$ cat src/rtl/frame_cropper_if.sv
// AXI4-Stream bundle shared by the cropper's input and output sides.
interface axi4_stream_if #(
   parameter int TDATA_WIDTH = 32,
   parameter int TID_WIDTH   = 4,
   parameter int TDEST_WIDTH = 4
);
   logic                     tvalid;
   logic                     tready;
   logic [TDATA_WIDTH-1:0]   tdata;
   logic [TDATA_WIDTH/8-1:0] tstrb;
   logic [TDATA_WIDTH/8-1:0] tkeep;
   logic                     tlast;
   logic                     tuser;
   logic [TID_WIDTH-1:0]     tid;
   logic [TDEST_WIDTH-1:0]   tdest;

   modport master (output tvalid, tdata, tstrb, tkeep, tlast, tuser, tid, tdest, input tready);
   modport slave  (input tvalid, tdata, tstrb, tkeep, tlast, tuser, tid, tdest, output tready);
endinterface

$ cat src/rtl/frame_cropper.sv
// Strips TOP/BOTTOM/LEFT/RIGHT borders from an AXI4-Stream frame (tuser = SOF, tlast = EOL).
// One output register stage; video_i.tready = !out_valid || video_o.tready, beats move on tvalid && tready.
module frame_cropper #(
   parameter int PX_WIDTH    = 30,
   parameter int FRAME_RES_X = 1924,
   parameter int FRAME_RES_Y = 1084,
   parameter int TOP         = 2,
   parameter int BOTTOM      = 2,
   parameter int LEFT        = 2,
   parameter int RIGHT       = 2,
   parameter int TID_WIDTH   = 4,
   parameter int TDEST_WIDTH = 4,
   parameter int TDATA_WIDTH = ((PX_WIDTH + 7) / 8) * 8
) (
   input  logic         clk_i,
   input  logic         rst_n_i,
   axi4_stream_if.slave  video_i,
   axi4_stream_if.master video_o,
   output logic         frame_err_o
);
   localparam int XW = $clog2(FRAME_RES_X + 1);
   localparam int YW = $clog2(FRAME_RES_Y + 1);
   localparam logic [XW-1:0] X_FIRST = XW'(LEFT);
   localparam logic [XW-1:0] X_KEPT  = XW'(FRAME_RES_X - RIGHT - 1);
   localparam logic [XW-1:0] X_LAST  = XW'(FRAME_RES_X - 1);
   localparam logic [YW-1:0] Y_FIRST = YW'(TOP);
   localparam logic [YW-1:0] Y_KEPT  = YW'(FRAME_RES_Y - BOTTOM - 1);
   localparam logic [YW-1:0] Y_LAST  = YW'(FRAME_RES_Y - 1);

   if ((LEFT + RIGHT >= FRAME_RES_X) || (TOP + BOTTOM >= FRAME_RES_Y)) begin : g_param_check
      $fatal(1, "frame_cropper: crop borders do not fit inside the frame");
   end

   typedef enum logic {WAIT_SOF, ACTIVE} state_t;
   state_t state_q, state_d;

   logic [XW-1:0] x_q, x_d, cx;
   logic [YW-1:0] y_q, y_d, cy;
   logic          ovf_q, ovf_d, err_q, err_d;
   logic          in_rdy, accept, in_frame, keep, frame_end, err_evt;

   logic                   out_valid_q, out_user_q, out_last_q;
   logic [TDATA_WIDTH-1:0] out_data_q;
   logic [TID_WIDTH-1:0]   out_id_q;
   logic [TDEST_WIDTH-1:0] out_dest_q;

   always_ff @(posedge clk_i or negedge rst_n_i) begin
      if (!rst_n_i) state_q <= WAIT_SOF;
      else          state_q <= state_d;
   end

   always_comb begin
      state_d = state_q;
      if (accept && in_frame) state_d = frame_end ? WAIT_SOF : ACTIVE;
   end

   // A tuser beat is always evaluated at (0,0), whether it starts a frame or resyncs one.
   always_comb begin
      in_rdy    = !out_valid_q || video_o.tready;
      accept    = video_i.tvalid && in_rdy;
      in_frame  = (state_q == ACTIVE) || video_i.tuser;
      cx        = video_i.tuser ? '0 : x_q;
      cy        = video_i.tuser ? '0 : y_q;
      keep      = in_frame && !(ovf_q && !video_i.tuser) &&
                  (cx >= X_FIRST) && (cx <= X_KEPT) && (cy >= Y_FIRST) && (cy <= Y_KEPT);
      frame_end = in_frame && video_i.tlast && (cy == Y_LAST);
      err_evt   = in_frame &&
                  (((state_q == ACTIVE) && video_i.tuser && ((x_q != '0) || (y_q != '0))) ||
                   (video_i.tlast && (cx != X_LAST)) ||
                   (!video_i.tlast && (cx == X_LAST)));
      x_d   = x_q;
      y_d   = y_q;
      ovf_d = ovf_q;
      err_d = err_q;
      if (accept && in_frame) begin
         if (video_i.tlast) begin
            x_d   = '0;
            y_d   = frame_end ? '0 : cy + 1'b1;
            ovf_d = 1'b0;
         end else if (cx == X_LAST) begin
            // Overlong line: park at the last column and drop until tlast arrives.
            x_d   = X_LAST;
            y_d   = cy;
            ovf_d = 1'b1;
         end else begin
            x_d   = cx + 1'b1;
            y_d   = cy;
            ovf_d = 1'b0;
         end
         err_d = (err_q && (state_q == ACTIVE)) || err_evt;
      end
   end

   always_ff @(posedge clk_i or negedge rst_n_i) begin
      if (!rst_n_i) begin
         x_q   <= '0;
         y_q   <= '0;
         ovf_q <= 1'b0;
         err_q <= 1'b0;
      end else begin
         x_q   <= x_d;
         y_q   <= y_d;
         ovf_q <= ovf_d;
         err_q <= err_d;
      end
   end

   always_ff @(posedge clk_i or negedge rst_n_i) begin
      if (!rst_n_i) begin
         out_valid_q <= 1'b0;
         out_user_q  <= 1'b0;
         out_last_q  <= 1'b0;
         out_data_q  <= '0;
         out_id_q    <= '0;
         out_dest_q  <= '0;
      end else if (accept && keep) begin
         out_valid_q <= 1'b1;
         out_user_q  <= (cx == X_FIRST) && (cy == Y_FIRST);
         out_last_q  <= (cx == X_KEPT) || video_i.tlast;
         out_data_q  <= video_i.tdata;
         out_id_q    <= video_i.tid;
         out_dest_q  <= video_i.tdest;
      end else if (video_o.tready) begin
         out_valid_q <= 1'b0;
      end
   end

   assign video_i.tready = in_rdy;
   assign video_o.tvalid = out_valid_q;
   assign video_o.tdata  = out_data_q;
   assign video_o.tuser  = out_user_q;
   assign video_o.tlast  = out_last_q;
   assign video_o.tid    = out_id_q;
   assign video_o.tdest  = out_dest_q;
   assign video_o.tstrb  = '1;
   assign video_o.tkeep  = '1;
   assign frame_err_o    = err_q;
endmodule

$ cat src/flat_wrapper.sv
// flat-port wrapper written by rule: the top's interface ports become plain ports
module frame_cropper_flat 
#(
   parameter int PX_WIDTH    = 30,
   parameter int FRAME_RES_X = 1924,
   parameter int FRAME_RES_Y = 1084,
   parameter int TOP         = 2,
   parameter int BOTTOM      = 2,
   parameter int LEFT        = 2,
   parameter int RIGHT       = 2,
   parameter int TID_WIDTH   = 4,
   parameter int TDEST_WIDTH = 4,
   parameter int TDATA_WIDTH = ((PX_WIDTH + 7) / 8) * 8
)
  (clk_i, rst_n_i, frame_err_o, video_i_tvalid, video_i_tdata, video_i_tstrb, video_i_tkeep, video_i_tlast, video_i_tuser, video_i_tid, video_i_tdest, video_i_tready, video_o_tvalid, video_o_tdata, video_o_tstrb, video_o_tkeep, video_o_tlast, video_o_tuser, video_o_tid, video_o_tdest, video_o_tready);
  axi4_stream_if #(.TDATA_WIDTH(TDATA_WIDTH), .TID_WIDTH(TID_WIDTH), .TDEST_WIDTH(TDEST_WIDTH)) video_i_i ();
  axi4_stream_if #(.TDATA_WIDTH(TDATA_WIDTH), .TID_WIDTH(TID_WIDTH), .TDEST_WIDTH(TDEST_WIDTH)) video_o_i ();
  input  logic clk_i;
  input  logic rst_n_i;
  output logic frame_err_o;
  input wire logic [$bits(video_i_i.tvalid)-1:0] video_i_tvalid;
  input wire logic [$bits(video_i_i.tdata)-1:0] video_i_tdata;
  input wire logic [$bits(video_i_i.tstrb)-1:0] video_i_tstrb;
  input wire logic [$bits(video_i_i.tkeep)-1:0] video_i_tkeep;
  input wire logic [$bits(video_i_i.tlast)-1:0] video_i_tlast;
  input wire logic [$bits(video_i_i.tuser)-1:0] video_i_tuser;
  input wire logic [$bits(video_i_i.tid)-1:0] video_i_tid;
  input wire logic [$bits(video_i_i.tdest)-1:0] video_i_tdest;
  output wire logic [$bits(video_i_i.tready)-1:0] video_i_tready;
  output wire logic [$bits(video_o_i.tvalid)-1:0] video_o_tvalid;
  output wire logic [$bits(video_o_i.tdata)-1:0] video_o_tdata;
  output wire logic [$bits(video_o_i.tstrb)-1:0] video_o_tstrb;
  output wire logic [$bits(video_o_i.tkeep)-1:0] video_o_tkeep;
  output wire logic [$bits(video_o_i.tlast)-1:0] video_o_tlast;
  output wire logic [$bits(video_o_i.tuser)-1:0] video_o_tuser;
  output wire logic [$bits(video_o_i.tid)-1:0] video_o_tid;
  output wire logic [$bits(video_o_i.tdest)-1:0] video_o_tdest;
  input wire logic [$bits(video_o_i.tready)-1:0] video_o_tready;
  assign video_i_i.tvalid = video_i_tvalid;
  assign video_i_i.tdata = video_i_tdata;
  assign video_i_i.tstrb = video_i_tstrb;
  assign video_i_i.tkeep = video_i_tkeep;
  assign video_i_i.tlast = video_i_tlast;
  assign video_i_i.tuser = video_i_tuser;
  assign video_i_i.tid = video_i_tid;
  assign video_i_i.tdest = video_i_tdest;
  assign video_i_tready = video_i_i.tready;
  assign video_o_tvalid = video_o_i.tvalid;
  assign video_o_tdata = video_o_i.tdata;
  assign video_o_tstrb = video_o_i.tstrb;
  assign video_o_tkeep = video_o_i.tkeep;
  assign video_o_tlast = video_o_i.tlast;
  assign video_o_tuser = video_o_i.tuser;
  assign video_o_tid = video_o_i.tid;
  assign video_o_tdest = video_o_i.tdest;
  assign video_o_i.tready = video_o_tready;
  frame_cropper #(.PX_WIDTH(PX_WIDTH), .FRAME_RES_X(FRAME_RES_X), .FRAME_RES_Y(FRAME_RES_Y), .TOP(TOP), .BOTTOM(BOTTOM), .LEFT(LEFT), .RIGHT(RIGHT), .TID_WIDTH(TID_WIDTH), .TDEST_WIDTH(TDEST_WIDTH), .TDATA_WIDTH(TDATA_WIDTH)) u_core (.clk_i(clk_i), .rst_n_i(rst_n_i), .video_i(video_i_i), .video_o(video_o_i), .frame_err_o(frame_err_o));
endmodule
$ cat config.mk
export PLATFORM = sky130hd
export DESIGN_NAME = frame_cropper_flat
export DESIGN_NICKNAME = d
export VERILOG_FILES = /design/src/rtl/frame_cropper_if.sv /design/src/rtl/frame_cropper.sv /design/src/flat_wrapper.sv
export SDC_FILE = /design/constraint.sdc
export NUM_CORES = 1
export LEC_CHECK = 0
export CORE_UTILIZATION = 51
export DETAILED_ROUTE_END_ITERATION = 16
export GPL_ROUTABILITY_DRIVEN = 0
export PLACE_DENSITY = 0.83
export SLEW_MARGIN = 25
export SYNTH_ARGS = -nofsm -noshare
export SYNTH_HDL_FRONTEND = slang
export SYNTH_SLANG_ARGS = --single-unit
$ cat constraint.sdc
create_clock -name clk_i -period 5.7 [get_ports clk_i]
set_input_delay 0.57 -clock clk_i [delete_from_list [all_inputs] [get_ports clk_i]]
set_output_delay 0.57 -clock clk_i [all_outputs]
set_load 0.01 [all_outputs]
==> results of run 1 <==
## cell type report
type | count | area [um^2]
fill | 423 | 1840
sequential | 68 | 1700
multi-input combinational | 209 | 1670
timing repair buffer | 94 | 938
clock buffer | 10 | 128
clock inverter | 6 | 113
tap | 77 | 96.3
inverter | 10 | 37.5
## logic make-up (layout without fill, tap and decap cells)
logic type	Yosys count	count (layout)	synth area share
AOI/OAI and AO/OA	62	62	0.118
other	1	8	0.00106
buffers and inverters	30	120	0.0510
and+or+nand+nor	87	87	0.141
DFF	68	68	0.482
adders and majority gates	6	6	0.0213
muxes	44	44	0.181
xor gates and xnor gates	2	2	0.00496
## cell usage after synthesis, drive strengths merged, types with 3 or more instances
master   n  area [um^2]
ha       6         75.1
or2      3         18.8
nor2    10         45.0
clkbuf   6         22.5
nor3     7         35.0
nor4     5         52.6
dfrtp   68         1700
mux2    41          608
o31ai    4         30.0
o21ai   18         90.1
nand3b   5         37.5
buf     14          120
o22ai    3         18.8
a22o     3         26.3
a21oi   12         60.1
nand2   24         90.1
a211oi   5         42.5
nand3   13         65.1
or4      4         38.8
a21o     5         38.8
inv     10         37.5
mux2i    3         30.0
## report_power, final
part / internal, uW / leakage (uW) / switching (uW)
sequential: 623 / 0.000903 / 82.7
combinational: 433 / 0.00103 / 227
clock: 292 / 0.000120 / 190
total: 1350 / 0.00205 / 500
## path summary, 6_finish.rpt
kind	start	to	slack, ns	cells after the start
max reg2reg	u_core.x_q[1]$_DFFE_PN0P_	u_core.video_o.tdata[13]$_DFFE_PN0P_	3.08	8
max in group asynchronous	rst_n_i	u_core.video_o.tdest[1]$_DFFE_PN0P_	4.75	2
min in group clk_i	u_core.ovf_q$_DFFE_PN0P_	u_core.ovf_q$_DFFE_PN0P_	0.49	2
max	video_i_tuser	u_core.video_o.tdata[13]$_DFFE_PN0P_	2.30	11
min reg2reg	u_core.ovf_q$_DFFE_PN0P_	u_core.ovf_q$_DFFE_PN0P_	0.49	2
min	rst_n_i	u_core.video_o.tdata[10]$_DFFE_PN0P_	0.40	2
## layout by cell type, fill, tap and decap left out, drive strengths merged, types with 2 or more instances in the layout
cell type      synthesis  routed
nand3                 13      13
mux2                  41      41
or2                    3       3
buf                   14       5
clkinv                 0       3
and3                   2       2
dfrtp                 68      68
nor4                   5       5
o31ai                  4       4
nor3                   7       7
conb                   1       8
nand3b                 5       5
clkbuf                 6      10
inv                   10      10
nand4b                 2       2
nand4                  2       2
a22o                   3       3
mux2i                  3       3
nor2                  10      10
clkdlybuf4s50          0      89
a211oi                 5       5
nand2b                 2       2
or4                    4       4
a21oi                 12      12
o21ai                 18      18
o22ai                  3       3
or3                    2       2
bufinv                 0       3
ha                     6       6
a21o                   5       5
nand2                 24      24
## through the flow
stage | hold slack (ns) | power (uW) | setup slack, ns | util
after floorplan | 0.274 | 1010 | 3.10 | -
after global placement | 0.465 | 1350 | 2.00 | 0.681
after detailed placement | 0.477 | 1370 | 1.97 | 0.681
after CTS | 0.441 | 1860 | 2.33 | 0.718
after global routing | 0.504 | 1940 | 2.16 | 0.718
final | 0.400 | 1850 | 2.30 | 0.718
## critical path, cell delays in order
cell,delay (ns)
clkdlybuf4s50_1,0.40
buf_4,0.21
inv_1,0.34
nand2_1,0.13
inv_1,0.12
ha_1,0.20
nor3b_1,0.06
a211o_2,0.37
nor4_4,0.48
buf_12,0.35
mux2_2,0.37
## metal layers
metal | GRT usage | vias up | wire [um]
met3 | 0.0545 | 17 | 675
met2 | 0.367 | 135 | 3680
met5 | 0 | - | 0
met1 | 0.329 | 1291 | 3570
met4 | 0.0955 | 0 | 185
li1 | - | 1261 | -
## registers in the layout (all words and copies together), names as in the netlist
signal	flops
u_core.frame_err_o	1
u_core.ovf_q	1
u_core.state_q	1
u_core.video_o.tdata	32
u_core.video_o.tdest	4
u_core.video_o.tid	4
u_core.video_o.tlast	1
u_core.video_o.tuser	1
u_core.video_o.tvalid	1
u_core.x_q	11
u_core.y_q	11
==> impl_metrics.env, run 1 <==
export IMPL_grt_pass1_wl_um=13400
export IMPL_grt_pass1_vias=2650
export IMPL_crit_path_max_fanout=40
export IMPL_port_buffers=90
export IMPL_ys_ff_latch=68
export IMPL_dp_hpwl_um=5580
export IMPL_vias=2704
export IMPL_core_area_um2=6530
export IMPL_vias_per_cell=5.70
export IMPL_dieArea_um2=7260
export IMPL_worst_skew_pair_late_latency_ns=0.34
export IMPL_arrival_ns=3.63
export IMPL_powerDensity_nw_per_um2=394
export IMPL_track_usage=0.239
export IMPL_fp_dieW_um=85.2
export IMPL_finalHoldViolCount=0
export IMPL_max_cap_violations=0
export IMPL_finalMaxSlewViolations=0
export IMPL_clkTransAtPathRegs_ns=0.08
export IMPL_seq_area_frac_synth=0.482
export IMPL_place_inst=458
export IMPL_fin_skew_ns=0.0106
export IMPL_row_count=29
export IMPL_postCtsSetupRepairBufs=0
export IMPL_fin_nets=452
export IMPL_rsz0062_at_grt="no"
export IMPL_endpoint_kind="register"
export IMPL_synth_ff_type="dfrtp_1"
export IMPL_finalNonFillerCells=474
export IMPL_area_growth_pct=32.8
export IMPL_tightest_slew_ns=0.828
export IMPL_ys_warnings_count=0
export IMPL_cts_resized=0
export IMPL_initial_core_util=0.540
export IMPL_drt_iter0_markers=154
export IMPL_crit_required_ns=5.94
export IMPL_ctsHoldBuffers=0
export IMPL_grt_max_degree=69
export IMPL_avgSynthCellArea_um2=11.8
export IMPL_syn_area_um2=3530
export IMPL_ir_worst_vdd_mv=0.199
export IMPL_post_route_period_util=0.596
export IMPL_chipHeight_um=85.2
export IMPL_grt_overflow=0
export IMPL_routedWlPerCell_um=17.1
export IMPL_firstDrtPassIters=4
export IMPL_wl_um=8100
export IMPL_dpl_instance_area_um2=4450
export IMPL_antenna_found_initial=0
export IMPL_maxSlewHeadroom=0.448
export IMPL_start_kind="primary input"
export IMPL_clk_path_buf_depth=2
export IMPL_leakage_uw=0.00205
export IMPL_cts_num_sinks=68
export IMPL_max_freq_mhz=294
export IMPL_synth_async_sr_flop_share=1.00
export IMPL_drive_above_1_share=0.189
export IMPL_fin_setup_tns_ns=0
export IMPL_synth_distinct_cells=59
export IMPL_worst_setup_path_type="in -> reg"
export IMPL_syn_inst=300
export IMPL_synth_edf_count=0
export IMPL_min_period_ns=3.40
export IMPL_clock_root_buffer="clkbuf_8"
export IMPL_status="finished, final reports clean"
export IMPL_hold_path_class="in -> async"
export IMPL_pin_count=107
export IMPL_antenna_left=0
export IMPL_n_antenna_cell=0
export IMPL_cts_tree="built"
export IMPL_drc_errors=0
export IMPL_setup_viol=0
export IMPL_final_area_um2=4690
export IMPL_cts_buffers=9
export IMPL_htreeDepth=3
(Power assumes the default switching activity.)
==> run 2, diff against run 1 <==
--- a/config.mk
+++ b/config.mk
@@ -5,10 +5,10 @@
 export SDC_FILE = /design/constraint.sdc
 export NUM_CORES = 1
 export LEC_CHECK = 0
-export CORE_UTILIZATION = 51
+export CORE_UTILIZATION = 47
 export DETAILED_ROUTE_END_ITERATION = 16
 export GPL_ROUTABILITY_DRIVEN = 0
-export PLACE_DENSITY = 0.83
+export PLACE_DENSITY = 0.77
 export SLEW_MARGIN = 25
 export SYNTH_ARGS = -nofsm -noshare
 export SYNTH_HDL_FRONTEND = slang
==> constraint.sdc (replaced) <==
create_clock -name clk_i -period 3.2 [get_ports clk_i]
set_input_delay 0.32 -clock clk_i [delete_from_list [all_inputs] [get_ports clk_i]]
set_output_delay 0.32 -clock clk_i [all_outputs]
set_load 0.01 [all_outputs]
==> impl_metrics.env, run 2 (same netlist as run 1, synthesis figures left out) <==
export IMPL_worst_setup_path_type="in -> reg"
export IMPL_fin_skew_ns=0.00856
export IMPL_max_cap_violations=0
export IMPL_antenna_found_initial=0
export IMPL_fin_setup_tns_ns=0
export IMPL_fin_nets=457
export IMPL_endpoint_kind="register"
export IMPL_setup_viol=0
export IMPL_dieArea_um2=7860
export IMPL_grt_pass1_vias=2546
export IMPL_htreeDepth=3
export IMPL_n_antenna_cell=0
export IMPL_finalHoldViolCount=0
export IMPL_clkTransAtPathRegs_ns=0.07
export IMPL_drt_iter0_markers=116
export IMPL_leakage_uw=0.00208
export IMPL_maxSlewHeadroom=0.599
export IMPL_cpMaxStageDelayCell="clkdlybuf4s50_1"
export IMPL_rsz0062_at_grt="no"
export IMPL_grt_overflow=0
export IMPL_pin_count=107
export IMPL_crit_path_max_fanout=41
export IMPL_status="finished, final reports clean"
export IMPL_core_area_um2=7250
export IMPL_fp_dieW_um=88.7
export IMPL_grt_pass1_wl_um=12600
export IMPL_arrival_ns=2.84
export IMPL_cp_buffers_inverters=4
export IMPL_cts_num_sinks=68
export IMPL_max_freq_mhz=383
export IMPL_routedWlPerCell_um=16.1
export IMPL_largest_reg_flops=32
export IMPL_row_count=31
export IMPL_area_growth_pct=34.7
export IMPL_cpMostUsedCell="inv_1"
export IMPL_crit_start="video_i_tuser"
export IMPL_dp_hpwl_um=5870
export IMPL_final_core_util=0.656
export IMPL_cts_tree="built"
export IMPL_final_cell_mix="89 x clkdlybuf4s50_1, 68 x dfrtp_1, 39 x mux2_4, 24 x nand2_1, 17 x o21ai_0"
export IMPL_vias_per_cell=5.27
export IMPL_clk_path_buf_depth=2
export IMPL_vias=2638
export IMPL_n_fill_cell=537
export IMPL_hold_path_class="in -> async"
export IMPL_wl_um=8060
export IMPL_ir_worst_vdd_mv=0.272
export IMPL_worst_skew_pair_late_latency_ns=0.34
export IMPL_critical_path_top_delay_family="buffers and inverters"
export IMPL_crit_required_ns=3.42
export IMPL_r2r_start="u_core.x_q[1]$_DFFE_PN0P_"
export IMPL_drive_above_1_share=0.197
export IMPL_drc_errors=0
export IMPL_cts_buffers=9
export IMPL_chipHeight_um=88.7
export IMPL_clock_root_buffer="clkbuf_8"
export IMPL_firstDrtPassIters=4
export IMPL_powerDensity_nw_per_um2=691
export IMPL_antenna_left=0
export IMPL_start_kind="primary input"
export IMPL_post_route_period_util=0.817
export IMPL_finalMaxSlewViolations=0
export IMPL_tightest_slew_ns=0.595
export IMPL_cp_slowest_stage_delay_ns=0.45
export IMPL_track_usage=0.214
export IMPL_grt_max_degree=42
export IMPL_port_buffers=90
export IMPL_min_period_ns=2.61
export IMPL_crit_path_cell_trace="clkdlybuf4s50_1 -> inv_1 -> nand2_1 -> inv_1 -> ha_1 -> nor3b_1 -> a211o_2 -> nor4_4 -> buf_12 -> mux2_2"
export IMPL_initial_core_util=0.487
export IMPL_layout_commonest_cell="clkdlybuf4s50_1"
-- run 2: changes by cell type in the layout (fill, tap and decap cells not counted), sizes merged --
cell         previous run  this run
dlygate4sd3             0         1
buf                     5         9
-- run 2: report_power, final --
group / internal [uW] / leakage (uW) / switching (uW) / total, uW
sequential: 1110 / 0.000903 / 150 / 1260
combinational: 775 / 0.00105 / 402 / 1180
clock: 519 / 0.000120 / 331 / 850
-- run 2: worst paths after layout --
check	end	slack, ns	depth (start not counted)
worst max register to register	u_core.video_o.tdata[12]$_DFFE_PN0P_	0.71	8
worst min-delay path	u_core.video_o.tdata[29]$_DFFE_PN0P_	0.49	2
max in group asynchronous	u_core.frame_err_o$_DFFE_PN0P_	2.00	3
worst max-delay path	u_core.video_o.tdata[12]$_DFFE_PN0P_	0.59	10
min in group clk_i	u_core.ovf_q$_DFFE_PN0P_	0.49	2
worst min register to register	u_core.ovf_q$_DFFE_PN0P_	0.49	2
-- run 2: stage by stage --
stage | instances | worst slack [ns] | hold slack, ns | instance area [um^2] | power, uW
after floorplan | 307 | 0.850 | 0.0244 | 3560 | 1810
after global placement | 484 | 0.258 | 0.315 | 4510 | 2420
after detailed placement | 484 | 0.233 | 0.325 | 4510 | 2460
after CTS | 501 | 0.585 | 0.484 | 4760 | 3320
after global routing | 501 | 0.434 | 0.511 | 4760 | 3460
final | 501 | 0.587 | 0.485 | 4760 | 3290
-- run 2: routing by layer --
metal | routed length, um | share of wire | vias to the layer above | track usage
met5 | 0 | 0 | - | 0
met2 | 3710 | 0.46 | 98 | 0.332
met1 | 3660 | 0.45 | 1260 | 0.288
met4 | 73 | 0.0091 | 0 | 0.0850
li1 | - | - | 1272 | -
met3 | 623 | 0.077 | 8 | 0.0560
-- run 2: timing repair --
action                                 in CTS  in global routing
buffers inserted                            0                  0
gates resized for setup                     0                  0
endpoints found under the hold margin      21                  0
hold buffers                                1                  0
setup endpoints to repair                   0                  0
-- run 2: area by class of cell --
class	instances	area, um^2	area share
Clock buffer	10	128	0.0268
Inverter	10	37.5	0.00789
Clock inverter	6	113	0.0237
Sequential cell	68	1700	0.358
Timing Repair Buffer	99	978	0.206
Tap cell	99	124	0.0260
Multi-Input combinational cell	209	1670	0.352
